===== src/rtl/int_controller_pkg.sv =====
// Shared definitions for the interrupt controller: IO register map, FSM encoding
// and the width of a source id.
package int_controller_pkg;

    localparam logic [3:0] DEF_ADDR_MASK  = 4'hC;
    localparam logic [3:0] DEF_ADDR_PEND  = 4'hD;
    localparam logic [3:0] DEF_ADDR_VBASE = 4'hE;
    localparam logic [3:0] DEF_ADDR_ISR   = 4'hF;

    // Wide enough for up to 16 sources.
    localparam int ID_W = 4;

    typedef enum logic [1:0] {
        IDLE = 2'd0,
        REQ  = 2'd1,
        SVC  = 2'd2
    } state_t;

endpackage


===== src/rtl/int_controller_priority_enc.sv =====
// Fixed-priority find-first-set: reports the lowest set index of req and whether
// any bit is set. Purely combinational.
module irq_priority_enc
    import int_controller_pkg::*;
#(
    parameter int N_IRQ = 8
) (
    input  logic [N_IRQ-1:0] req,
    output logic [ID_W-1:0]  id,
    output logic             valid
);

    // NOTE: every output of an always_comb gets a default first, so no path
    // leaves it unassigned and no latch is inferred.
    always_comb begin
        id = '0;
        // Scan from the top down so the lowest set index is the last one written.
        for (int i = N_IRQ - 1; i >= 0; i--) begin
            if (req[i]) begin
                id = ID_W'(i);
            end
        end
    end

    assign valid = |req;

endmodule


===== src/rtl/int_controller.sv =====
// Prioritised interrupt controller: edge-latches peripheral requests, raises cpu_int
// for the highest-priority enabled source, and tracks it in service until eoi.
module int_controller
    import int_controller_pkg::*;
#(
    parameter int         N_IRQ      = 8,
    parameter logic [3:0] ADDR_MASK  = DEF_ADDR_MASK,
    parameter logic [3:0] ADDR_PEND  = DEF_ADDR_PEND,
    parameter logic [3:0] ADDR_VBASE = DEF_ADDR_VBASE,
    parameter logic [3:0] ADDR_ISR   = DEF_ADDR_ISR
) (
    input  logic             clk,
    input  logic             rst,
    input  logic [N_IRQ-1:0] irq_in,
    input  logic             io_read,
    input  logic             io_write,
    input  logic [3:0]       io_addr,
    input  logic [15:0]      d_in,
    output logic [15:0]      d_out,
    output logic             d_out_en,
    output logic             cpu_int,
    input  logic             int_ack,
    input  logic             eoi,
    output logic [15:0]      int_vector
);

    state_t state, state_n;

    logic [N_IRQ-1:0] irq_q, pending, mask, isr;
    logic [N_IRQ-1:0] pending_n, mask_n, pend_set, pend_clr, req, win_oh;
    logic [15:0]      vbase;
    logic [ID_W-1:0]  win_id, enc_id;
    logic             enc_valid, ack_fire, eoi_fire, take;
    logic             wr_mask, wr_pend, wr_vbase;

    assign wr_mask  = io_write && (io_addr == ADDR_MASK);
    assign wr_pend  = io_write && (io_addr == ADDR_PEND);
    assign wr_vbase = io_write && (io_addr == ADDR_VBASE);

    assign req = pending & mask;

    irq_priority_enc #(.N_IRQ(N_IRQ)) u_enc (
        .req   (req),
        .id    (enc_id),
        .valid (enc_valid)
    );

    assign win_oh   = N_IRQ'(1) << win_id;
    assign ack_fire = (state == REQ) && int_ack;
    assign eoi_fire = (state == SVC) && eoi;
    assign cpu_int  = (state == REQ);

    // Clears are applied before sets so a same-cycle edge keeps the bit pending.
    assign pend_set = irq_in & ~irq_q;
    always_comb begin
        pend_clr = '0;
        if (ack_fire) pend_clr = pend_clr | win_oh;
        if (wr_pend)  pend_clr = pend_clr | d_in[N_IRQ-1:0];
    end
    assign pending_n = (pending & ~pend_clr) | pend_set;
    assign mask_n    = wr_mask ? d_in[N_IRQ-1:0] : mask;

    always_comb begin
        state_n = state;
        take    = 1'b0;
        unique case (state)
            IDLE: begin
                if (enc_valid) begin
                    state_n = REQ;
                    take    = 1'b1;
                end
            end
            REQ: begin
                // Ack takes precedence over a withdrawal written in the same cycle.
                if (int_ack) begin
                    state_n = SVC;
                end else if (!(|(win_oh & mask_n & pending_n))) begin
                    state_n = IDLE;
                end
            end
            SVC: begin
                if (eoi) state_n = IDLE;
            end
            default: state_n = IDLE;
        endcase
    end

    // NOTE: sequential state uses non-blocking assignments so every register
    // samples the pre-edge values regardless of statement order.
    always_ff @(posedge clk) begin
        if (rst) state <= IDLE;
        else     state <= state_n;
    end

    always_ff @(posedge clk) begin
        if (rst) begin
            irq_q      <= '0;
            pending    <= '0;
            mask       <= '0;
            vbase      <= '0;
            isr        <= '0;
            win_id     <= '0;
            int_vector <= '0;
        end else begin
            irq_q   <= irq_in;
            pending <= pending_n;
            mask    <= mask_n;
            if (wr_vbase) vbase <= d_in;
            if (take) begin
                win_id     <= enc_id;
                int_vector <= vbase + 16'({enc_id, 2'b00});
            end
            if (ack_fire)      isr <= win_oh;
            else if (eoi_fire) isr <= '0;
        end
    end

    // Reads are combinational from the registers, so a same-cycle write is not visible.
    always_comb begin
        d_out    = '0;
        d_out_en = 1'b0;
        if (io_read) begin
            if (io_addr == ADDR_MASK) begin
                d_out    = 16'(mask);
                d_out_en = 1'b1;
            end else if (io_addr == ADDR_PEND) begin
                d_out    = 16'(pending);
                d_out_en = 1'b1;
            end else if (io_addr == ADDR_VBASE) begin
                d_out    = vbase;
                d_out_en = 1'b1;
            end else if (io_addr == ADDR_ISR) begin
                d_out    = 16'(isr);
                d_out_en = 1'b1;
            end
        end
    end

endmodule


===== config.mk =====
export PLATFORM = sky130hd
export DESIGN_NAME = int_controller
export DESIGN_NICKNAME = d
export VERILOG_FILES = /design/src/rtl/int_controller_pkg.sv /design/src/rtl/int_controller_priority_enc.sv /design/src/rtl/int_controller.sv
export SDC_FILE = /design/constraint.sdc
export NUM_CORES = 1
export LEC_CHECK = 0
export ABC_AREA = 1
export CAP_MARGIN = 25
export CORE_ASPECT_RATIO = 1.4
export CORE_MARGIN = 4
export CORE_UTILIZATION = 25
export DETAILED_ROUTE_END_ITERATION = 16
export PLACE_DENSITY = 0.45
export SYNTH_ARGS = -nofsm -noshare
export SYNTH_HDL_FRONTEND = slang
export SYNTH_SLANG_ARGS = --single-unit

===== constraint.sdc =====
create_clock -name clk -period 2.25 [get_ports clk]
set_input_delay 0.225 -clock clk [delete_from_list [all_inputs] [get_ports clk]]
set_output_delay 0.225 -clock clk [all_outputs]
set_load 0.02 [all_outputs]

Yosys cells after proc, flatten, opt, wreduce, memory -nomap -nowiden
Index checks and enable logic that the tools add are counted.
{"block": "totals", "regBits": 70, "latch_bits": 0, "ramBits": 0, "mem_bits_ro": 0, "input_bits": 34, "out_inout_bits": 34, "word_cells": 68, "memories": 0}
{"block": "classes", "add_sub_neg": 1, "multipliers": 0, "div_mod_pow": 0, "magnitude_cmp": 0, "n_eq_ne": 9, "n_shift": 1, "muxes": 30, "bitwise_logic": 9, "reduce_logical": 10}
{"operator": "16-bit 2-to-1 mux", "n": 4}
{"operator": "8-bit 2-to-1 mux", "n": 6}
{"operator": "8-bit AND", "n": 5}
{"operator": "3-bit 2-to-1 mux", "n": 8}
{"operator": "16-bit by 6-bit adder with 16-bit output", "n": 1}
{"operator": "4-bit equality test, second input constant", "n": 4}
{"operator": "8-bit inverter", "n": 2}
{"operator": "8-bit OR", "n": 2}
{"operator": "8-bit OR reduction", "n": 2}
{"operator": "2-bit 2-to-1 mux", "n": 4}
{"operator": "1-bit by 4-bit left shift with 8-bit output, first input constant", "n": 1}
{"operator": "1-bit 2-to-1 mux", "n": 7}
{"operator": "2-bit case mux with 3 select lines", "n": 1}
{"operator": "1-bit logical AND", "n": 5}
{"operator": "2-bit != test, second input constant", "n": 2}
{"operator": "3-bit != test, second input constant", "n": 1}
{"operator": "3-bit AND reduction", "n": 1}
{"operator": "2-bit by 1-bit equality test with 1-bit output, second input constant", "n": 1}
{"operator": "2-bit equality test, second input constant", "n": 1}
{"operator": "2-bit logical NOT", "n": 1}
{"operator": "2-bit nonzero test", "n": 1}

Depth between registers and ports, before layout
Gate-level depths: netlist of run 1.
{"block": "logic_depth", "ltp_word": 13, "ltp_mapped": 19, "ltp_nobuf": 19}

Cells and area by module
A second synthesis of run 1 with hierarchy kept.
{"block": "unflattened", "hier_cells": 536, "area_unflattened_um2": 3636.0}
{"mod": "int_controller", "n_inst": 1, "cells_per_inst": 512, "area_each_um2": 3525.9, "seq_area_each_um2": 1401.3}
{"mod": "irq_priority_enc", "n_inst": 1, "cells_per_inst": 24, "area_each_um2": 110.1, "seq_area_each_um2": 0.0}

Worst setup path before layout of run 1
OpenSTA, ideal clock, no wires.
{"block": "synth_path", "kind": "reg-to-reg", "startpoint": "reg pending[6]", "endpoint": "reg int_vector[14]", "setup_ns": 0.117, "arrival_ns": 2.213, "t_required_ns": 2.133, "setup_slack_ns": -0.080, "path_stages_with_launch": 20, "path_buffers": 0, "period_less_slack_ns": 2.330, "cell_sequence": "dfxtp_1 > nand2_1 > nand3_1 > nand2_1 > nand2_1 > nand2_1 > nand2_1 > nand2_1 > nand2_1 > inv_1 > ha_1 > inv_1 > fa_1 > o21ai_2 > nand3_1 > nor3_1 > nand2_1 > xor2_1 > nor2_1 > nor2_1"}
{"block": "synth_between", "elab_chain_cells": 9, "word_cells_on_any_way": 12, "classes_between": "add/sub (1); mux (9); bitwise (1); reduce/logical (1)"}
{"item": "start: declaration", "line_no": "int_controller.sv:29", "rtl": "logic [N_IRQ-1:0] irq_q, pending, mask, isr;"}
{"item": "start signal: assignment", "line_no": "int_controller.sv:106", "rtl": "pending <= pending_n;"}
{"item": "8-bit AND", "line_no": "int_controller.sv:40", "rtl": "assign req = pending & mask;"}
{"item": "3-bit 2-to-1 mux (7 in a row)", "line_no": "int_controller_priority_enc.sv:19", "rtl": "if (req[i]) begin"}
{"item": "named net enc_id[0]", "line_no": "int_controller.sv:32", "rtl": "logic [ID_W-1:0] win_id, enc_id;"}
{"item": "16-bit by 6-bit adder with 16-bit output", "line_no": "int_controller.sv:111", "rtl": "int_vector <= vbase + 16'({enc_id, 2'b00});"}
{"item": "end signal: assignment", "line_no": "int_controller.sv:111"}
{"item": "end: declaration", "line_no": "int_controller.sv:24", "rtl": "output logic [15:0] int_vector"}
The timed path passes the listed nets, and every way through them passes these cells.
A chain may end at the register's enable or synchronous reset.

Worst setup path after layout of run 1
{"block": "layout_path", "startpoint": "reg pending[6]", "endpoint": "reg int_vector[10]"}
Same word-level chain as after synthesis.

==> results.md, run 1 <==
* Non-Filler Instances at slightly above 800
* Final setup vio count at 8
* Maximum VDD drop at 0.0002596 V
* Clock network fraction of total power at 43.2%
* CTS sink count at 69
* CP cell instances: nand2_2 > nand3_2 > nand2_2 > nand2_2 > nand2_1 > nand2_1 > nand2_1 > nand2_2 > inv_2 > ha_4 > inv_2 > fa_2 > o21ai_4 > nand3_4 > nor3_4 > buf_4 > xor2_1 > a21oi_1
* CP max stage cell: fa_2
* Largest net degree at the start of global routing at 43
* Seq pwr share at roughly 43%
* Starting Density at 25.58%
* Congestion Overflow GR at 0
* Slew HR at 66.91%
* Most frequent CP cell: nand2_2
* Worst Tran Pin Value at between 400 and 500 ps
* HP Class: in2reg
* Avg Inst Size Synth at slightly below 7 um^2
* Final Hold Viols at 0
* CTS tree: done
* Commonest cells after routing, fill and taps aside: 87 x nand2_1, 66 x dfxtp_1, 64 x inv_1, 58 x buf_4, 55 x nor2_1
* Synthesized net count at between 500 and 600
* Unrepaired setup endpoints after global routing: yes
* Layout Area Growth over Synthesis at 52.33%
* Die H at roughly 150 um
* Fillers at 1430
* Antenna fix cells at 0
* Root Buffer: clkbuf_16
* Netlist Area Pre-Place at 3441 um^2
* Final Util at 38.97%
* Vias post-DR at 3595
* Initial antenna violation count at 0
* Tcrit/Tclk final at 110.2%
* Synth warn at 0
* First-pass GRT wire length at between 15000 and 20000 um
* Worst reg2reg path depth at 18
* Hpwl dp at 8459 um
* CP peak stage delay at 370 ps
* Tmin final at 2479 ps
* GRT Resource Usage Total at 14.65%
* Max-Cap Viols at 0
* Ports at 68
* Max Clock Freq at between 400 and 500 MHz
* Status: complete, but fails checks
* Fin. max-slew vios at 0
* Netlist cell types at 30
* Worst r2r src: pending[6]
* Final WS setup at -228.7 ps
* Synth top area share at 40.15%
* Pre-CTS WS at -332.2 ps
* Sequential area share after synthesis at 40.15%
* Worst path arrival time at approximately 2700 ps
* Routed Antenna Nets at 0
* Number of iterations in the first detailed-routing pass at 4
* P_int at ~2.3 mW
* Reg-to-reg critical path endpoint: int_vector[10]
* DR vias/cell at 4.455
* Worst hold start: irq_in[1]
* Hold EP: irq_q[1]
* Residual DRC at 0
* Vias in the first global route at 3618
* Setup crit start kind: flip-flop
* Crit path launch: pending[6]
* Most common cell after layout, fill and taps aside: nand2_1
* Pwr dens at 582.4 nW/um^2
* Port Buffer Count at 67
* Register bit total from synthesis at slightly below 70
* Sw power at 0.7730 mW
* Setup CP Type: reg2reg
* CTS Buf Count at 9
* Fin Setup TNS at -1028 ps
* Reg clk slew, reported paths at about 50 ps
* Final nets at ~660
* Die area at 15730 um^2
* Switch share at 25.32%
* Most area-consuming cells after synthesis: dfxtp_1 40%, nand2_1 10%, a21oi_1 8.3%, inv_1 7.3%, nor2_1 6.3%
* Crit end category: flip-flop
* Row cnt at 50
* Total Wirelength at 11260 um
* Worst Skew at 7.612 ps
* Gate power share at 13.9%
* Clk_lat worst skew at 330 ps
* Mapped Cells at 495
* Die Width at 107.2 um
* Violated checks: setup timing
* R2r setup slk at -230 ps
* Leakage at 2.127 nW
* DRT iter0 DRCs at 145
* Fraction of layout cells with a size suffix above 1 at 24.48%
* Area leader, netlist: dfxtp_1
* Clk buf depth at 2
* Placed insts at 771
* H-tree Lvls at 3
* Hold depth at 3
* CP Data Required Time at 2460 ps
* Routed len/inst at 13.95 um
* RePlAce Congestion at 0.8845
* Core area at around 13000 um^2
* Crit path max fanout at 3
flip-flops by register name (all words and copies together), names as in the netlist:
signal / flops
int_vector: 16
vbase: 16
irq_q: 8
isr: 8
mask: 8
pending: 8
win_id: 3
state: 2
cell usage after synthesis:
| library cell | n |
|---|---|
| inv_1 | 67 |
| dfxtp_1 | 69 |
| nand4_1 | 10 |
| a21oi_1 | 57 |
| fa_1 | 1 |
| xor2_1 | 11 |
| inv_2 | 1 |
| o21ai_0 | 27 |
| nand3_1 | 27 |
| nor2_4 | 2 |
| a211oi_1 | 1 |
| nand3_2 | 5 |
| nor2_2 | 1 |
| o21ai_1 | 1 |
| buf_2 | 4 |
| a221oi_1 | 8 |
| ha_1 | 3 |
| nor4_1 | 2 |
| nand3b_1 | 1 |
| o21ai_2 | 1 |
| buf_1 | 1 |
| buf_4 | 3 |
| clkbuf_1 | 10 |
| nand2_1 | 93 |
| or2_2 | 9 |
| buf_6 | 1 |
| a22oi_1 | 8 |
| clkinv_1 | 1 |
| nor3_1 | 12 |
| nor2_1 | 58 |
what timing repair did:
| item | CTS | global route |
|---|---|---|
| pin swaps | 9 | 12 |
| hold buffers | 0 | 0 |
| resized for setup | 48 | 65 |
| setup endpoints to repair | 24 | 26 |
| buffers inserted | 15 | 6 |
power groups by stage:
stage               clock, mW  combinational, mW  sequential (mW)
finish                   1.32              0.425             1.31
global route             1.40              0.468             1.31
CTS                      1.36              0.425             1.31
detailed placement          0              0.413             1.33
global placement            0              0.411             1.33
floorplan                   0              0.176             1.35
per-stage QoR:
| stage | hold WS, ps | power, mW | instance area, um^2 |
|---|---|---|---|
| floorplan | 345.5 | 1.524 | 3453 |
| global placement | 453.6 | 1.740 | 4652 |
| detailed placement | 456.4 | 1.744 | 4652 |
| CTS | 408.3 | 3.093 | 5134 |
| global route | 422.9 | 3.185 | 5241 |
| finish | 419.1 | 3.052 | 5241 |
area by class of cell:
type | instances | area, um^2 | area share, %
Tap cell | 182 | 227.7 | 4.345
Timing Repair Buffer | 133 | 1164 | 22.20
Clock inverter | 3 | 20.02 | 0.3820
Clock buffer | 13 | 260.3 | 4.965
Inverter | 69 | 259.0 | 4.942
Sequential cell | 69 | 1385 | 26.43
Multi-Input combinational cell | 338 | 1926 | 36.74
critical path: cells and delay by family, from the launching register on:
kind            cells  cell delay [ps]
xor+xnor            1              220
compound gates      2              270
buf+inv             3              240
flops               1              320
simple gates       10              810
fa+ha+maj           2              500
cells by family after synthesis:
group,Yosys count,share of synthesized area [%]
buf+inv,88,10.29
simple gates,220,28.47
fa+ha+maj,4,1.673
flops,69,40.15
compound gates,103,16.62
xor+xnor,11,2.800
worst max path at each step:
stage	to	slack [ps]	cells after the start
floorplan	int_vector[14]	30	19
global placement	d_out[5]	-340	9
detailed placement	d_out[5]	-330	9
CTS	int_vector[14]	-180	19
global route	int_vector[10]	-380	18
finish	int_vector[10]	-230	18
layer usage:
| metal | GRT usage [%] | routed length, um | up-vias |
|---|---|---|---|
| met5 | 0 | 0 | - |
| met4 | 6.014 | 318 | 0 |
| met3 | 3.341 | 562 | 27 |
| met2 | 26.69 | 5741 | 95 |
| met1 | 16.10 | 4636 | 1616 |
| li1 | - | - | 1857 |
Note: power is estimated with default switching activity, not from simulation.
==> run 2, diff against run 1 <==
Settings changed: SKIP_LAST_GASP set to 1.
Clock period 2.25 ns to 2.2 ns, I/O delays scaled along.
==> run 2 against run 1 <==
Against the previous run:
- the flow still finishes with violations (setup timing)
- cell area fell by 1.9%
- flip-flop and latch count did not move
- count of clock-buffer cells in the layout fell by 1
- critical endpoint is now int_vector[13]
==> results.md, run 2 (synthesized netlist as in run 1, its figures left out) <==
* Status: complete, but fails checks
* Violated checks: setup timing
* H-tree Lvls at 3
* Port Buffer Count at 67
* Sw power at 0.8172 mW
* Root Buffer: clkbuf_16
* Routed len/inst at 14.24 um
* Crit end category: flip-flop
* Largest net degree at the start of global routing at 43
* Final Hold Viols at 0
* First-pass GRT wire length at 18190 um
* Worst reg2reg path depth at 14
* Worst Skew at 5.956 ps
* Final WS setup at -218.8 ps
* Reg-to-reg critical path endpoint: int_vector[13]
* Final setup vio count at 7
* Fin Setup TNS at -880.8 ps
* Fin. max-slew vios at 0
* Total Wirelength at 11360 um
* Congestion Overflow GR at 0
* P_int at 2.415 mW
* Die H at 146.8 um
* Setup CP Type: reg2reg
* Leakage at 2.081 nW
* Design area at 5144 um^2
* Max-Cap Viols at 0
* Gate power share at between 10% and 20%
* Die area at 15730 um^2
* Seq pwr share at 41.3%
* Starting Density at between 20% and 30%
* Slew HR at 68.04%
* Initial antenna violation count at 0
* Routed Antenna Nets at 0
* Residual DRC at 0
* Worst hold start: irq_in[5]
* Clk_lat worst skew at 330 ps
* Max Clock Freq at 413.4 MHz
* Commonest cells after routing, fill and taps aside: 91 x nand2_1, 66 x dfxtp_1, 64 x inv_1, 56 x nor2_1, 55 x a21oi_1
* Worst path arrival time at 2630 ps
* Placement Cell Area at 4657 um^2
* Largest registers: int_vector x16, vbase x16
* Die Width at 107.2 um
* Tmin final at 2419 ps
* Setup crit start kind: flip-flop
* Pwr dens at about 630 nW/um^2
* Worst Tran Pin Value at approximately 480 ps
* Vias in the first global route at about 3600
* Hold depth at 3
* Clock network fraction of total power at 45.1%
* R2r setup slk at -220 ps
* Maximum VDD drop at 0.0003421 V
* Hpwl dp at 8530 um
* Core area at 13450 um^2
* Ports at 68
* Tcrit/Tclk final at 109.9%
* Worst r2r src: mask[7]
* Hold EP: irq_q[5]
* Antenna fix cells at 0
* HP Class: in2reg
* Row cnt at 50
* Fraction of layout cells with a size suffix above 1 at 22.40%
* CTS sink count at 69
* RePlAce Congestion at 0.8394
* Crit path max fanout at 3
* Clk buf depth at 2
* Number of iterations in the first detailed-routing pass at 7
* CTS Buf Count at 9
* Final nets at 649
* Fillers at 1395
* CTS tree: done
* Unrepaired setup endpoints after global routing: yes
* Switch share at 25.28%
* Vias post-DR at 3548
* GRT Resource Usage Total at 14.68%
* Most common cell after layout, fill and taps aside: nand2_1
* Reg clk slew, reported paths at 60 ps
* DRT iter0 DRCs at ~150
* Layout Area Growth over Synthesis at 49.49%
* DR vias/cell at around 4.4
* CP Data Required Time at between 2000 and 2500 ps
run 2: how the worst max path moves through the flow:
stage,depth (start not counted),startpoint,to
floorplan,19,pending[6],int_vector[14]
global placement,9,io_addr[2],d_out[5]
detailed placement,9,io_addr[2],d_out[5]
CTS,18,pending[6],int_vector[12]
global route,19,mask[6],int_vector[14]
finish,14,mask[7],int_vector[13]
run 2: per-layer routing:
metal	vias up	track usage [%]	wire (um)	part of all wire, %
met5	-	0	0	0
li1	1847	-	-	-
met2	80	26.60	5920	52
met3	18	2.110	357	3.1
met4	0	6.014	252	2.2
met1	1603	17.01	4831	43
run 2: power groups by stage:
stage | sequential [mW] | combinational, mW | clock, mW
3_5_place_dp | 1.36 | 0.425 | 0
6_report | 1.34 | 0.439 | 1.46
4_1_cts | 1.33 | 0.436 | 1.49
5_1_grt | 1.34 | 0.482 | 1.54
2_1_floorplan | 1.38 | 0.180 | 0
3_3_place_gp | 1.36 | 0.423 | 0
run 2: area by class of cell:
class	instances	area (um^2)	share of cell area, %
multi-input combinational	338	1867	36.29
clock inverter	4	47.55	0.9243
timing repair buffer	124	1107	21.53
sequential	69	1385	26.93
inverter	69	262.8	5.108
tap	182	227.7	4.427
clock buffer	12	246.5	4.792
run 2: timing repair:
action	CTS	global route
pin swaps	5	8
setup buffers	13	5
resized for setup	54	50
hold buffers	0	0
setup endpoints to repair	24	26
endpoints found under the hold margin	0	0
run 2: metrics by stage:
stage	power [mW]	utilization (%)	hold slack, ps	setup WS, ps	std cells
2_1_floorplan	1.558	-	340.5	-21.75	495
6_report	3.232	38.24	412.3	-218.8	798
3_3_place_gp	1.783	34.62	449.1	-411.0	770
5_1_grt	3.365	38.24	424.7	-405.8	798
4_1_cts	3.259	37.87	407.9	-252.4	799
3_5_place_dp	1.785	34.62	453.6	-417.9	770
run 2: worst max-delay path, cell delays in order, from the launching register on:
cell     delay, ps
dfxtp_1        340
inv_1           70
o21ai_2        210
nand3_1        120
a21oi_2        160
buf_4          130
ha_1           140
a21oi_1         60
nand2_1        100
nand3_1        200
nor2_2         190
nand3_1        100
nor2_1         140
xor2_1         250
a21oi_1         90
